### src/rtl/rpc_match_referee.sv
// rpc_match_referee
// Sequential best-of-N rock-paper-scissors referee. Accepts one pair of
// one-hot moves per handshake, judges the round, keeps per-player scores and
// declares the match winner once either player reaches ROUNDS_TO_WIN.
//
// Optional feature macro: RPC_INVALID_FORFEIT_EN
//   defined   : a round where exactly one move is illegal goes to the other
//               player; both illegal is still res_invalid.
//   undefined : any illegal move yields res_invalid with no score change.
//
// Ports
//   clk, rst_n          clock (rising edge), async active-low reset
//   start               pulse: clear scores and (re)start a match
//   in_valid/in_ready   move pair handshake
//   inA, inB            one-hot moves: bit0 rock, bit1 paper, bit2 scissors
//   res_valid           one-cycle pulse qualifying res_tie/winA/winB/invalid
//   scoreA, scoreB      round wins in the current match
//   match_done          match decided, held until next start
//   match_winner        0 = A, 1 = B (meaningful while match_done=1)
//
// state | meaning
// IDLE  | after reset, waiting for start, nothing accepted
// PLAY  | match running, one move pair accepted per cycle
// DONE  | match decided, scores/winner held until start
module rpc_match_referee #(
  parameter int ROUNDS_TO_WIN = 3,
  parameter int CNT_W         = 4
) (
  input  logic             clk,
  input  logic             rst_n,
  input  logic             start,
  input  logic             in_valid,
  output logic             in_ready,
  input  logic [2:0]       inA,
  input  logic [2:0]       inB,
  output logic             res_valid,
  output logic             res_tie,
  output logic             res_winA,
  output logic             res_winB,
  output logic             res_invalid,
  output logic [CNT_W-1:0] scoreA,
  output logic [CNT_W-1:0] scoreB,
  output logic             match_done,
  output logic             match_winner
);

  localparam logic [1:0] S_IDLE = 2'd0;
  localparam logic [1:0] S_PLAY = 2'd1;
  localparam logic [1:0] S_DONE = 2'd2;

  localparam logic [CNT_W-1:0] WIN_CNT = CNT_W'(ROUNDS_TO_WIN);
  localparam logic [CNT_W-1:0] ONE     = CNT_W'(1);

  logic [1:0]       state;
  logic [1:0]       state_d;
  logic             ready_q;
  logic             accept;
  logic             legal_a;
  logic             legal_b;
  logic             beats_a;
  logic             beats_b;
  logic             rnd_tie;
  logic             rnd_a;
  logic             rnd_b;
  logic             rnd_inv;
  logic [CNT_W-1:0] score_a_d;
  logic [CNT_W-1:0] score_b_d;
  logic             done_d;
  logic             winner_d;

  // ready_q is a pure state register; start only masks it so an aborting
  // start can never coincide with an accepted pair.
  assign in_ready = ready_q & ~start;
  assign accept   = in_valid & in_ready;

  assign legal_a = (inA == 3'b001) | (inA == 3'b010) | (inA == 3'b100);
  assign legal_b = (inB == 3'b001) | (inB == 3'b010) | (inB == 3'b100);

  // Rock beats scissors, paper beats rock, scissors beats paper.
  assign beats_a = (inA[0] & inB[2]) | (inA[1] & inB[0]) | (inA[2] & inB[1]);
  assign beats_b = (inB[0] & inA[2]) | (inB[1] & inA[0]) | (inB[2] & inA[1]);

  always_comb begin
    rnd_tie = 1'b0;
    rnd_a   = 1'b0;
    rnd_b   = 1'b0;
    rnd_inv = 1'b0;
    if (legal_a && legal_b) begin
      if (beats_a)      rnd_a   = 1'b1;
      else if (beats_b) rnd_b   = 1'b1;
      else              rnd_tie = 1'b1;
    end else begin
`ifdef RPC_INVALID_FORFEIT_EN
      if (legal_a)      rnd_a   = 1'b1;
      else if (legal_b) rnd_b   = 1'b1;
      else              rnd_inv = 1'b1;
`else
      rnd_inv = 1'b1;
`endif
    end
  end

  always_comb begin
    state_d   = state;
    score_a_d = scoreA;
    score_b_d = scoreB;
    done_d    = match_done;
    winner_d  = match_winner;
    case (state)
      S_IDLE: begin
        if (start) begin
          state_d   = S_PLAY;
          score_a_d = '0;
          score_b_d = '0;
          done_d    = 1'b0;
          winner_d  = 1'b0;
        end
      end
      S_PLAY: begin
        if (start) begin
          score_a_d = '0;
          score_b_d = '0;
          done_d    = 1'b0;
          winner_d  = 1'b0;
        end else if (accept) begin
          if (rnd_a) begin
            score_a_d = scoreA + ONE;
            if (score_a_d == WIN_CNT) begin
              state_d  = S_DONE;
              done_d   = 1'b1;
              winner_d = 1'b0;
            end
          end else if (rnd_b) begin
            score_b_d = scoreB + ONE;
            if (score_b_d == WIN_CNT) begin
              state_d  = S_DONE;
              done_d   = 1'b1;
              winner_d = 1'b1;
            end
          end
        end
      end
      S_DONE: begin
        if (start) begin
          state_d   = S_PLAY;
          score_a_d = '0;
          score_b_d = '0;
          done_d    = 1'b0;
          winner_d  = 1'b0;
        end
      end
      default: begin
        state_d   = S_IDLE;
        score_a_d = '0;
        score_b_d = '0;
        done_d    = 1'b0;
        winner_d  = 1'b0;
      end
    endcase
  end

  always_ff @(posedge clk or negedge rst_n) begin
    if (!rst_n) begin
      state        <= S_IDLE;
      ready_q      <= 1'b0;
      res_valid    <= 1'b0;
      res_tie      <= 1'b0;
      res_winA     <= 1'b0;
      res_winB     <= 1'b0;
      res_invalid  <= 1'b0;
      scoreA       <= '0;
      scoreB       <= '0;
      match_done   <= 1'b0;
      match_winner <= 1'b0;
    end else begin
      state        <= state_d;
      // Deciding accept drops ready on the same edge that raises match_done.
      ready_q      <= (state_d == S_PLAY);
      res_valid    <= accept;
      res_tie      <= accept & rnd_tie;
      res_winA     <= accept & rnd_a;
      res_winB     <= accept & rnd_b;
      res_invalid  <= accept & rnd_inv;
      scoreA       <= score_a_d;
      scoreB       <= score_b_d;
      match_done   <= done_d;
      match_winner <= winner_d;
    end
  end

endmodule

### config.mk
export PLATFORM = sky130hd
export DESIGN_NAME = rpc_match_referee
export DESIGN_NICKNAME = d
export VERILOG_FILES = /design/src/rtl/rpc_match_referee.sv
export SDC_FILE = /design/constraint.sdc
export NUM_CORES = 1
export LEC_CHECK = 0
export ABC_AREA = 1
export BUFFER_PORTS_ARGS = -buffer_cell sky130_fd_sc_hd__buf_4
export CAP_MARGIN = 5
export CORE_MARGIN = 8
export CORE_UTILIZATION = 56
export DETAILED_ROUTE_END_ITERATION = 16
export PLACE_DENSITY = 0.83
export SYNTH_ARGS = -nofsm -noshare
export SYNTH_HDL_FRONTEND = slang
export SYNTH_SLANG_ARGS = --single-unit
### constraint.sdc
create_clock -name clk -period 3.6 [get_ports clk]
set_input_delay 0.36 -clock clk [delete_from_list [all_inputs] [get_ports clk]]
set_output_delay 0.36 -clock clk [all_outputs]
set_load 0.005 [all_outputs]
==> results of run 1 <==
[placed cells by master, fill, tap and decap left out, drive strengths merged]
master,n
ha,4
o21ai,6
nand3,19
dlygate4sd3,1
nor3,1
dfrtp,18
nand4,3
buf,25
xnor2,1
a21oi,3
inv,17
clkinv,1
nor2,13
and3,1
clkbuf,3
xor2,1
nand2,50
o21bai,1
[cells in the mapped netlist]
| library cell | number |
|---|---|
| nor2_2 | 2 |
| nand2_2 | 3 |
| nor2_4 | 3 |
| o21ai_1 | 2 |
| nand2_4 | 1 |
| nand3_1 | 14 |
| nor3_4 | 1 |
| dfrtp_1 | 18 |
| ha_1 | 4 |
| a21oi_2 | 1 |
| xor2_1 | 1 |
| o21bai_2 | 1 |
| a21oi_1 | 2 |
| nand2_1 | 46 |
| inv_2 | 3 |
| nand4_1 | 3 |
| o21ai_0 | 4 |
| nand3_2 | 5 |
| and3_2 | 1 |
| inv_1 | 14 |
| xnor2_1 | 1 |
| clkinv_1 | 1 |
| nor2_1 | 8 |
[cell families (layout without fill, tap and decap cells)]
logic type                 count (synthesis)  in the layout  synth area share, %
and+or+nand+nor                           87             87                40.62
xor gates and xnor gates                   2              2                1.611
DFF                                       18             18                41.43
adders and majority gates                  4              4                4.603
buffers and inverters                     18             47                6.214
AOI/OAI and AO/OA                         10             10                5.524
[report_power, final]
part | switching (mW) | internal [mW]
combinational | 0.126 | 0.0775
clock | 0.0591 | 0.0390
sequential | 0.0175 | 0.233
total | 0.203 | 0.349
[metal layers]
metal	part of all wire (%)	wire, um
met1	43	1020
met2	51	1197
met3	3.5	83
met4	2.6	61
met5	0	0
[worst max-delay path: stages (launching register included)]
cell and delay (ns):
dfrtp_1 0.45, ha_1 0.21, inv_1 0.05, nand2_1 0.07, nand3_1 0.07, nor2_1 0.18
nand4_1 0.15, nand2_2 0.11, nand2_1 0.07, nand2_1 0.06, nand2_1 0.04
[worst max path at each step]
stage	cells past startpoint	start	slack, ns	endpoint
global placement	9	start	2.11	match_winner
detailed placement	9	start	2.07	match_done
CTS	10	scoreB[1]	2.04	match_done
finish	10	scoreB[0]	2.05	match_winner
floorplan	9	scoreB[0]	2.25	match_done
global route	10	scoreB[1]	1.90	match_done
[area by class of cell]
type                       count  area share [%]
inverter                      18           5.037
clock buffer                   3           1.679
timing repair buffer          26           14.74
multi-input combinational    103           42.44
tap                           27           2.519
sequential                    18           33.58
==> results by group, run 1 <==
Route
  • Routed WL: 2.363 mm
  • DR vias: 974
  • Routed Antenna Nets: 0
  • DRC marker count from the first detailed-route iteration: 25
  • 1st-pass router iterations: 6
  • Drt via density: 4.995
  • Routed length per instance: 12.12 um
  • DRC: 0

Synthesis
  • Yosys top cell area share: 41.43%
  • Seq/Total Area, Yosys: 41.43%
  • Mapped Nets: 153
  • Synth cell types: 23
  • Cells after Synth: 139
  • Synth area leader: dfrtp_1
  • Top area cells in the synthesized netlist: dfrtp_1 (41%), nand2_1 (16%), nand3_1 (6.4%)
  • Register bit total from synthesis: 18
  • Synth Warn #: 0
  • Mapped Area: 1087 um^2
  • Mean Syn Cell Area: 7.822 um^2

Finish
  • Share of layout cells above drive strength 1: 29.17%
  • Top Registers: scoreA: 4 flops, scoreB: 4 flops, state: 2 flops
  • Final core utilization: 70.53%
  • Area of the multi-input gates: 569.3 um^2
  • Layout filler cell count: 150
  • Non-Filler Instances: 195
  • Design Area, Final: 1341 um^2
  • Nets: 184
  • Area taken by flip-flops and latches: 450.4 um^2
  • Ant diodes: 0
  • Area grow syn2layout: 23.36%

Setup path
  • Worst EP required: 3.79 ns
  • R2R depth: 10
  • Endpoint class of the critical path: flop
  • R2R setup slack: 2.05 ns
  • Startpoint types: flop
  • WS Path Type: flop to flop
  • R2r endpoint: match_winner
  • Reg2reg start: scoreB[0]
  • Critical Path AT: 1.74 ns
  • Worst Path Max Fanout: 6

Placed design
  • DP Area: 1309 um^2
  • Detailed placement HPWL: 1.915 mm
  • I/O Buffers: 25
  • Worst Setup Slack post-DPL: 2.074 ns
  • Post-Place Cells: 191
  • RD Place Congestion: 0.7997

Clock network
  • Clock root cell: clkbuf_4
  • CTS max path bufs: 2
  • Post-CTS resize count: 0
  • CTS Sinks: 18
  • H-tree levels: 1
  • Worst-path clk slew: 0.09 ns
  • Cts hold-fix bufs: 1
  • Post-CTS setup buffers: 0
  • Clk_lat worst skew: 0.29 ns
  • TritonCTS clock tree: done
  • Total CTS buffers: 3

Floorplanning
  • Die X: 60.07 um
  • Total core area: 1902 um^2
  • Vert. Die Dim: 60.07 um
  • Cell Rows: 16
  • Io pins: 26
  • Die area: 3608 um^2
  • Initial core utilization: 57.17%

STA
  • Worst setup margin: 2.053 ns
  • Endpoints failing hold: 0
  • Worst slew pin tran: 0.3291 ns
  • Max Slew Vio Count: 0
  • Total Neg Setup Slack: 0 ns
  • Period minus WS final: 1.547 ns
  • Hold_ws: 0.3695 ns
  • Setup violators final: 0
  • Fin crit share: 42.98%
  • Fmax achieved: 646.2 MHz
  • Max-slew headroom: 77.98%
  • Clk_skew: 0.0009153 ns
  • RSZ-0062 raised after global routing: no

GRT
  • Met2 Track Usage GR: 24.77%
  • M3 GR Usage: 2.151%
  • Largest net degree at the start of global routing: 19
  • Most Crowded Layer GR: met2
  • Total gr overflow: 0
  • Vias in the first global route: 954
  • GR Util met1: 16.98%
  • First-pass GRT wire length: 4.043 mm
  • Initial antenna violation count: 0
  • GRT Total Usage: 14.81%

Hold path
  • Min-delay src: in_valid
  • Worst min path class: input pin to flop
  • Hold endpoint: res_valid
  • Hold Path Stages: 3

Power
  • Pwr Total: 0.5519 mW
  • Max VDD drop: 202.0 uV
  • PD cells: 411.5 nW/um^2
  • Leakage: 0.7310 nW

Job
  • Max-cap violations: 0

Run status
  • Outcome: completed
(Power assumes the default switching activity.)
==> inputs of run 2 (changes only) <==
- ABC_AREA: 1 -> 0
- CORE_UTILIZATION: 56 -> 48
- PLACE_DENSITY: 0.83 -> 0.75
- clock period: 3.6 -> 1.41 ns (I/O delays scaled with it)
==> run 2 against run 1 <==
  * The flow now finishes with violations (setup timing)
  * Cell area increased by 37%
  * Utilization grew 6.5 points
  * Register-to-register slack worse by 2.4 ns
  * Wire length is 60% higher
  * Sequential power rose by 110%
  * Synthesized cell count down 12%
  * Die area is 18% higher
  * Critical endpoint is now match_done
  * Largest power group unchanged
==> results by group, run 2 <==
Setup path
  • Startpoint types: flop
  • Worst Path Max Fanout: 4 (-2)
  • Critical path launch point: scoreA[0]
  • Reg2reg start: scoreA[0]
  • Worst EP required: 1.63 ns (-2.16 ns)
  • Setup crit end: match_done
  • Endpoint class of the critical path: flop
  • R2r endpoint: match_done
  • R2R depth: 7 (-3)
  • R2R setup slack: -0.38 ns (-2.43 ns)
  • WS Path Type: flop to flop
  • Critical Path AT: 2.01 ns (+0.27 ns)

Floorplanning
  • Die area: 4263 um^2 (+18%)
  • Die X: 65.29 um (+8.7%)
  • Total core area: 2387 um^2 (+26%)
  • Io pins: 26 (unchanged)
  • Initial core utilization: 48.85% (-8.3 points)
  • Cell Rows: 18 (+2)
  • Vert. Die Dim: 65.29 um (+8.7%)

Synthesis
  • Most frequent cell after synthesis: dfrtp_1
  • Register bit total from synthesis: 18 (unchanged)
  • Synth area leader: dfrtp_1
  • Mapped Area: 1166 um^2 (+7.2%)
  • Most common library cells after synthesis: dfrtp_1 (18), inv_1 (10), nand2_1 (8), nor2_1 (8), o21ai_0 (8)
  • Synth Warn #: 0 (unchanged)
  • Top area cells in the synthesized netlist: dfrtp_1 (39%), ha_1 (4.3%), o21ai_0 (3.4%)
  • Yosys top cell area share: 38.63% (-2.8 points)
  • Ys flop type: dfrtp_1
  • Post-synth EDFFs: 0 (unchanged)
  • Mean Syn Cell Area: 9.481 um^2 (+21%)
  • Mapped Nets: 137 (-10%)
  • Seq/Total Area, Yosys: 38.63% (-2.8 points)
  • Synth cell types: 48 (+110%)
  • Async SR Flop Fraction: 100.0% (unchanged)
  • Cells after Synth: 123 (-12%)

Route
  • Routed WL: 3.780 mm (+60%)
  • Drt via density: 5.854 (+17%)
  • Routed length per instance: 17.26 um (+42%)
  • 1st-pass router iterations: 4 (-2)
  • DR vias: 1,282 (+32%)
  • DRC: 0 (unchanged)
  • Routed Antenna Nets: 0 (unchanged)
  • DRC marker count from the first detailed-route iteration: 80 (+220%)

Clock network
  • CTS max path bufs: 2 (unchanged)
  • TritonCTS clock tree: done
  • H-tree levels: 1 (unchanged)
  • Total CTS buffers: 3 (unchanged)
  • CTS Sinks: 18 (unchanged)
  • Clock root cell: clkbuf_4
  • Clk_lat worst skew: 0.30 ns (about the same)
  • Worst-path clk slew: 0.10 ns (about the same)

Finish
  • Ant diodes: 0 (unchanged)
  • Area taken by flip-flops and latches: 450.4 um^2 (unchanged)
  • Area of the multi-input gates: 755.7 um^2 (+33%)
  • Top Registers: scoreA: 4 flops, scoreB: 4 flops, state: 2 flops
  • Share of layout cells above drive strength 1: 51.32% (+22 points)
  • Final core utilization: 77.04% (+6.5 points)
  • Most frequent cells in the layout: buf_4 (62), dfrtp_1 (18), inv_1 (10)
  • Area grow syn2layout: 57.73%
  • Layout filler cell count: 168 (+12%)
  • Most common cell after layout, fill and taps aside: buf_4
  • Nets: 205 (+11%)

Power
  • Clock power frac: 25.5% (+7.7 points)
  • P_sw: 0.2850 mW (+40%)
  • Sequential Power Share: 51.7% (+6.4 points)
  • PD cells: 562.3 nW/um^2 (+37%)
  • Leakage: 0.8643 nW (+18%)
  • Internal power: 0.7493 mW (+110%)
  • Comb pwr share: 22.8% (-14 points)
  • Switching Fraction: 27.55% (-9.2 points)
  • Max VDD drop: 576.2 uV (+190%)
  • Pwr Total: 1.034 mW (+87%)

GRT
  • Largest net degree at the start of global routing: 19 (unchanged)
  • Total gr overflow: 0 (unchanged)
  • First-pass GRT wire length: 5.947 mm (+47%)
  • GRT Total Usage: 17.25% (+2.4 points)
  • Initial antenna violation count: 0 (unchanged)
  • Vias in the first global route: 1,267 (+33%)

STA
  • Clk_skew: 0.006314 ns (+0.005399 ns)
  • Worst slew pin tran: 0.4731 ns (+0.1440 ns)
  • Endpoints failing hold: 0 (unchanged)
  • Worst setup margin: -0.3796 ns (-2.432 ns)
  • Setup violators final: 13 (+13)
  • Fmax achieved: 558.8 MHz (-14%)
  • Fin crit share: 126.9% (+84 points)
  • Period minus WS final: 1.790 ns (+0.2422 ns)
  • Max Slew Vio Count: 0 (unchanged)
  • Max-slew headroom: 68.19% (-9.8 points)
  • RSZ-0062 raised after global routing: yes

Hold path
  • Worst min path class: input pin to flop

Run status
  • Outcome: finished with violations
  • Failing checks: setup timing

Placed design
  • RD Place Congestion: 0.8769 (+9.7%)
  • I/O Buffers: 25 (unchanged)
  • Detailed placement HPWL: 2.792 mm (+46%)
  • Worst Setup Slack post-DPL: -0.5467 ns (-2.620 ns)

Job
  • Max-cap violations: 0 (unchanged)
-- run 2: changes by cell type after synthesis, moves of 4 or more --
cell / previous run / this run
nand3_2: 5 / 0
inv_1: 14 / 10
o31ai_1: 0 / 4
o21ai_0: 4 / 8
nand2_1: 46 / 8
nand3_1: 14 / 3
o22ai_1: 0 / 4
-- run 2: area by class of cell --
cell class	instances	share of cell area (%)
inverters	10	2.041
multi-input cells	90	41.09
clock buffers	3	1.224
repair buffers	68	29.12
flip-flops and latches	18	24.49
well taps	30	2.041
-- run 2: routing by layer --
metal	wire, um	part of all wire, %	vias up	track usage (%)
li1	-	-	593	-
met1	1456	39	642	19.27
met2	2057	54	40	31.61
met3	186	4.9	7	3.061
met4	80	2.1	0	6.540
met5	0	0	-	0
-- run 2: power by group through the flow --
stage | logic, mW | clock network [mW] | registers, mW
after detailed placement | 0.209 | 0 | 0.544
final | 0.236 | 0.264 | 0.534
after global placement | 0.199 | 0 | 0.543
after CTS | 0.217 | 0.264 | 0.533
after global routing | 0.256 | 0.297 | 0.535
after floorplan | 0.0951 | 0 | 0.545
-- run 2: critical path, stage by stage (launching register included) --
cell	delay [ns]
dfrtp_1	0.43
inv_1	0.08
ha_2	0.18
or4b_4	0.47
o31ai_4	0.09
buf_4	0.16
o31ai_2	0.06
a221oi_2	0.24
-- run 2: timing repair --
action	in CTS	in global routing
setup buffers	1	1
gates cloned	0	0
hold endpoints to repair	18	0
gates resized for setup	6	18
hold buffers	1	0
endpoints found under the setup margin	13	14
pin swaps	7	7
-- run 2: logic make-up (layout without fill, tap and decap cells) --
| group | count (synthesis) | count (layout) | synth area share, % |
|---|---|---|---|
| compound gates | 40 | 40 | 25.00 |
| simple gates | 40 | 40 | 22.42 |
| flops | 18 | 18 | 38.63 |
| buf+inv | 15 | 81 | 5.150 |
| xor+xnor | 6 | 6 | 4.507 |
| fa+ha+maj | 4 | 4 | 4.292 |
-- run 2: per-stage QoR --
step | setup TNS [ns] | std cells | cell area, um^2 | hold slack [ns]
floorplan | -4.446 | 123 | 1215 | -0.1546
global placement | -5.825 | 213 | 1698 | 0.01795
detailed placement | -6.592 | 213 | 1698 | 0.02390
CTS | -2.397 | 218 | 1764 | 0.2110
global route | -3.321 | 219 | 1839 | 0.2113
finish | -2.511 | 219 | 1839 | 0.2106
-- run 2: worst min path at each step --
stage           start  depth (start not counted)  slack [ns]          to
6_report       inA[0]                          3        0.21     res_tie
5_1_grt        inA[0]                          3        0.21     res_tie
4_1_cts        inA[0]                          3        0.21     res_tie
3_5_place_dp    rst_n                          1        0.02    res_winA
3_3_place_gp    rst_n                          1        0.02   scoreA[3]
2_1_floorplan   rst_n                          0       -0.15  match_done
==> inputs of run 3 (changes only) <==
- SETUP_SLACK_MARGIN: not set -> 0.02
==> run 3 against run 2 <==
  * The run still ends with setup timing left
  * Critical path depth is the same
  * Power is essentially flat
  * Count of clock-buffer cells in the layout is the same
  * Sequential power is essentially flat
  * Cell area is the same
  * Maximum frequency is essentially flat
  * Setup slack is essentially flat
  * Register-to-register slack is essentially flat
  * Combinational power is essentially flat
  * Wire length grew 0.13%
  * Critical endpoint unchanged
==> results by group, run 3 (synthesis results as in run 2) <==
Run status
  • Outcome: finished with violations
  • Failing checks: setup timing

Finish
  • Most common cell after layout, fill and taps aside: buf_4
  • Ant diodes: 0 (unchanged)
  • Top Registers: scoreA: 4 flops, scoreB: 4 flops, state: 2 flops
  • Nets: 205 (unchanged)
  • Area grow syn2layout: 57.73% (unchanged)
  • Design Area, Final: 1839 um^2 (unchanged)
  • Most frequent cells in the layout: buf_4 (62), dfrtp_1 (18), inv_1 (10)
  • Final core utilization: 77.04% (unchanged)
  • Share of layout cells above drive strength 1: 51.32% (unchanged)

Setup path
  • CP delay by family, top: simple AND/OR/NAND/NOR gates
  • Worst Path Max Fanout: 4 (unchanged)
  • Reg2reg start: scoreA[0]
  • Worst path bufs/invs: 2 (unchanged)
  • Startpoint types: flop
  • Endpoint class of the critical path: flop
  • Crit-path max cell delay: 0.47 ns (about the same)
  • Critical Path AT: 2.01 ns (about the same)
  • Slowest stage cell, crit path: or4b_4
  • Critical path launch point: scoreA[0]
  • WS Path Type: flop to flop
  • Worst EP required: 1.63 ns (about the same)
  • Cell chain of the critical path: inv_1, ha_2, or4b_4, o31ai_4, buf_4, o31ai_2, a221oi_2

Floorplanning
  • Initial core utilization: 48.85% (unchanged)
  • Vert. Die Dim: 65.29 um (unchanged)
  • Cell Rows: 18 (unchanged)
  • Total core area: 2387 um^2 (unchanged)
  • Io pins: 26 (unchanged)
  • Die area: 4263 um^2 (unchanged)
  • Die X: 65.29 um (unchanged)

Clock network
  • CTS max path bufs: 2 (unchanged)
  • Total CTS buffers: 3 (unchanged)
  • TritonCTS clock tree: done
  • Clk_lat worst skew: 0.30 ns (about the same)
  • CTS Sinks: 18 (unchanged)
  • Clock root cell: clkbuf_4
  • H-tree levels: 1 (unchanged)
  • Worst-path clk slew: 0.10 ns (about the same)

Route
  • Routed length per instance: 17.28 um (+0.13%)
  • Drt via density: 5.858 (about the same)
  • DR vias: 1,283 (+0.078%)
  • 1st-pass router iterations: 5 (+1)
  • DRC: 0 (unchanged)
  • DRC marker count from the first detailed-route iteration: 85 (+6.3%)
  • Routed WL: 3.785 mm (+0.13%)
  • Routed Antenna Nets: 0 (unchanged)

GRT
  • First-pass GRT wire length: 5.947 mm (unchanged)
  • Total gr overflow: 0 (unchanged)
  • Initial antenna violation count: 0 (unchanged)
  • GRT Total Usage: 17.25% (unchanged)
  • Largest net degree at the start of global routing: 19 (unchanged)
  • Vias in the first global route: 1,267 (unchanged)

Placed design
  • I/O Buffers: 25 (unchanged)
  • Detailed placement HPWL: 2.792 mm (unchanged)
  • RD Place Congestion: 0.8769 (unchanged)
  • DP Area: 1698 um^2 (unchanged)

Power
  • Max VDD drop: 576.1 uV (about the same)
  • Internal power: 0.7493 mW (about the same)
  • P_sw: 0.2852 mW (about the same)
  • PD cells: 562.4 nW/um^2 (about the same)
  • Comb pwr share: 22.8% (about the same)
  • Leakage: 0.8643 nW (unchanged)
  • Switching Fraction: 27.57% (about the same)
  • Sequential Power Share: 51.6% (about the same)
  • Clock power frac: 25.5% (about the same)
  • Pwr Total: 1.034 mW (about the same)

STA
  • Period minus WS final: 1.790 ns (-0.00004000 ns)
  • Fin crit share: 126.9% (about the same)
  • Worst setup margin: -0.3795 ns (+0.00004000 ns)
  • RSZ-0062 raised after global routing: yes
  • Endpoints failing hold: 0 (unchanged)
  • Fmax achieved: 558.8 MHz (about the same)
  • Max Slew Vio Count: 0 (unchanged)
  • Clk_skew: 0.006348 ns (+0.00003450 ns)
  • Worst slew pin tran: 0.4731 ns (unchanged)
  • Setup violators final: 13 (unchanged)
  • Max-slew headroom: 68.19% (unchanged)

Hold path
  • Min-delay src: inA[0]
  • Worst min path class: input pin to flop

Job
  • Max-cap violations: 0 (unchanged)
[run 3: metal layers]
layer	vias up	GRT usage, %	wire [um]
met4	0	6.540	80
li1	593	-	-
met2	38	31.61	2059
met5	-	0	0
met3	7	3.061	182
met1	645	19.27	1462
[run 3: layout make-up]
cell class,count,area [um^2]
clock buffers,3,22.52
fillers,168,548.0
inverters,10,37.54
multi-input cells,90,755.7
flip-flops and latches,18,450.4
well taps,30,37.54
repair buffers,68,535.5
[run 3: what timing repair did]
action / in CTS / in global routing
endpoints found under the hold margin: 18 / 0
setup buffers: 1 / 1
resized for setup: 6 / 18
pin swaps: 7 / 7
endpoints found under the setup margin: 14 / 14
hold buffers: 1 / 0
[run 3: worst register-to-register path, stage by stage (launching register included)]
cell,delay (ns)
dfrtp_1,0.43
inv_1,0.08
ha_2,0.18
or4b_4,0.47
o31ai_4,0.09
buf_4,0.17
o31ai_2,0.06
a221oi_2,0.24
[run 3: path summary, 6_finish.rpt]
check	end	slack (ns)	depth (start not counted)
max	match_done	-0.38	7
min	res_tie	0.21	3
max reg2reg	match_done	-0.38	7
min reg2reg	match_winner	0.59	2
max in group asynchronous	scoreB[0]	0.98	2
min in group asynchronous	scoreB[1]	0.23	2
[run 3: through the flow]
| step | setup slack (ns) | hold WS [ns] | setup TNS [ns] | cells |
|---|---|---|---|---|
| 2_1_floorplan | -0.4442 | -0.1546 | -4.446 | 123 |
| 3_3_place_gp | -0.4754 | 0.01795 | -5.825 | 213 |
| 3_5_place_dp | -0.5467 | 0.02390 | -6.592 | 213 |
| 4_1_cts | -0.3212 | 0.2110 | -2.397 | 218 |
| 5_1_grt | -0.4584 | 0.2113 | -3.321 | 219 |
| 6_report | -0.3795 | 0.2106 | -2.509 | 219 |
[run 3: power by group through the flow]
stage	clock network, mW	logic, mW	registers [mW]
floorplan	0	0.0951	0.545
global placement	0	0.199	0.543
detailed placement	0	0.209	0.544
CTS	0.264	0.217	0.533
global route	0.297	0.256	0.535
finish	0.264	0.236	0.534
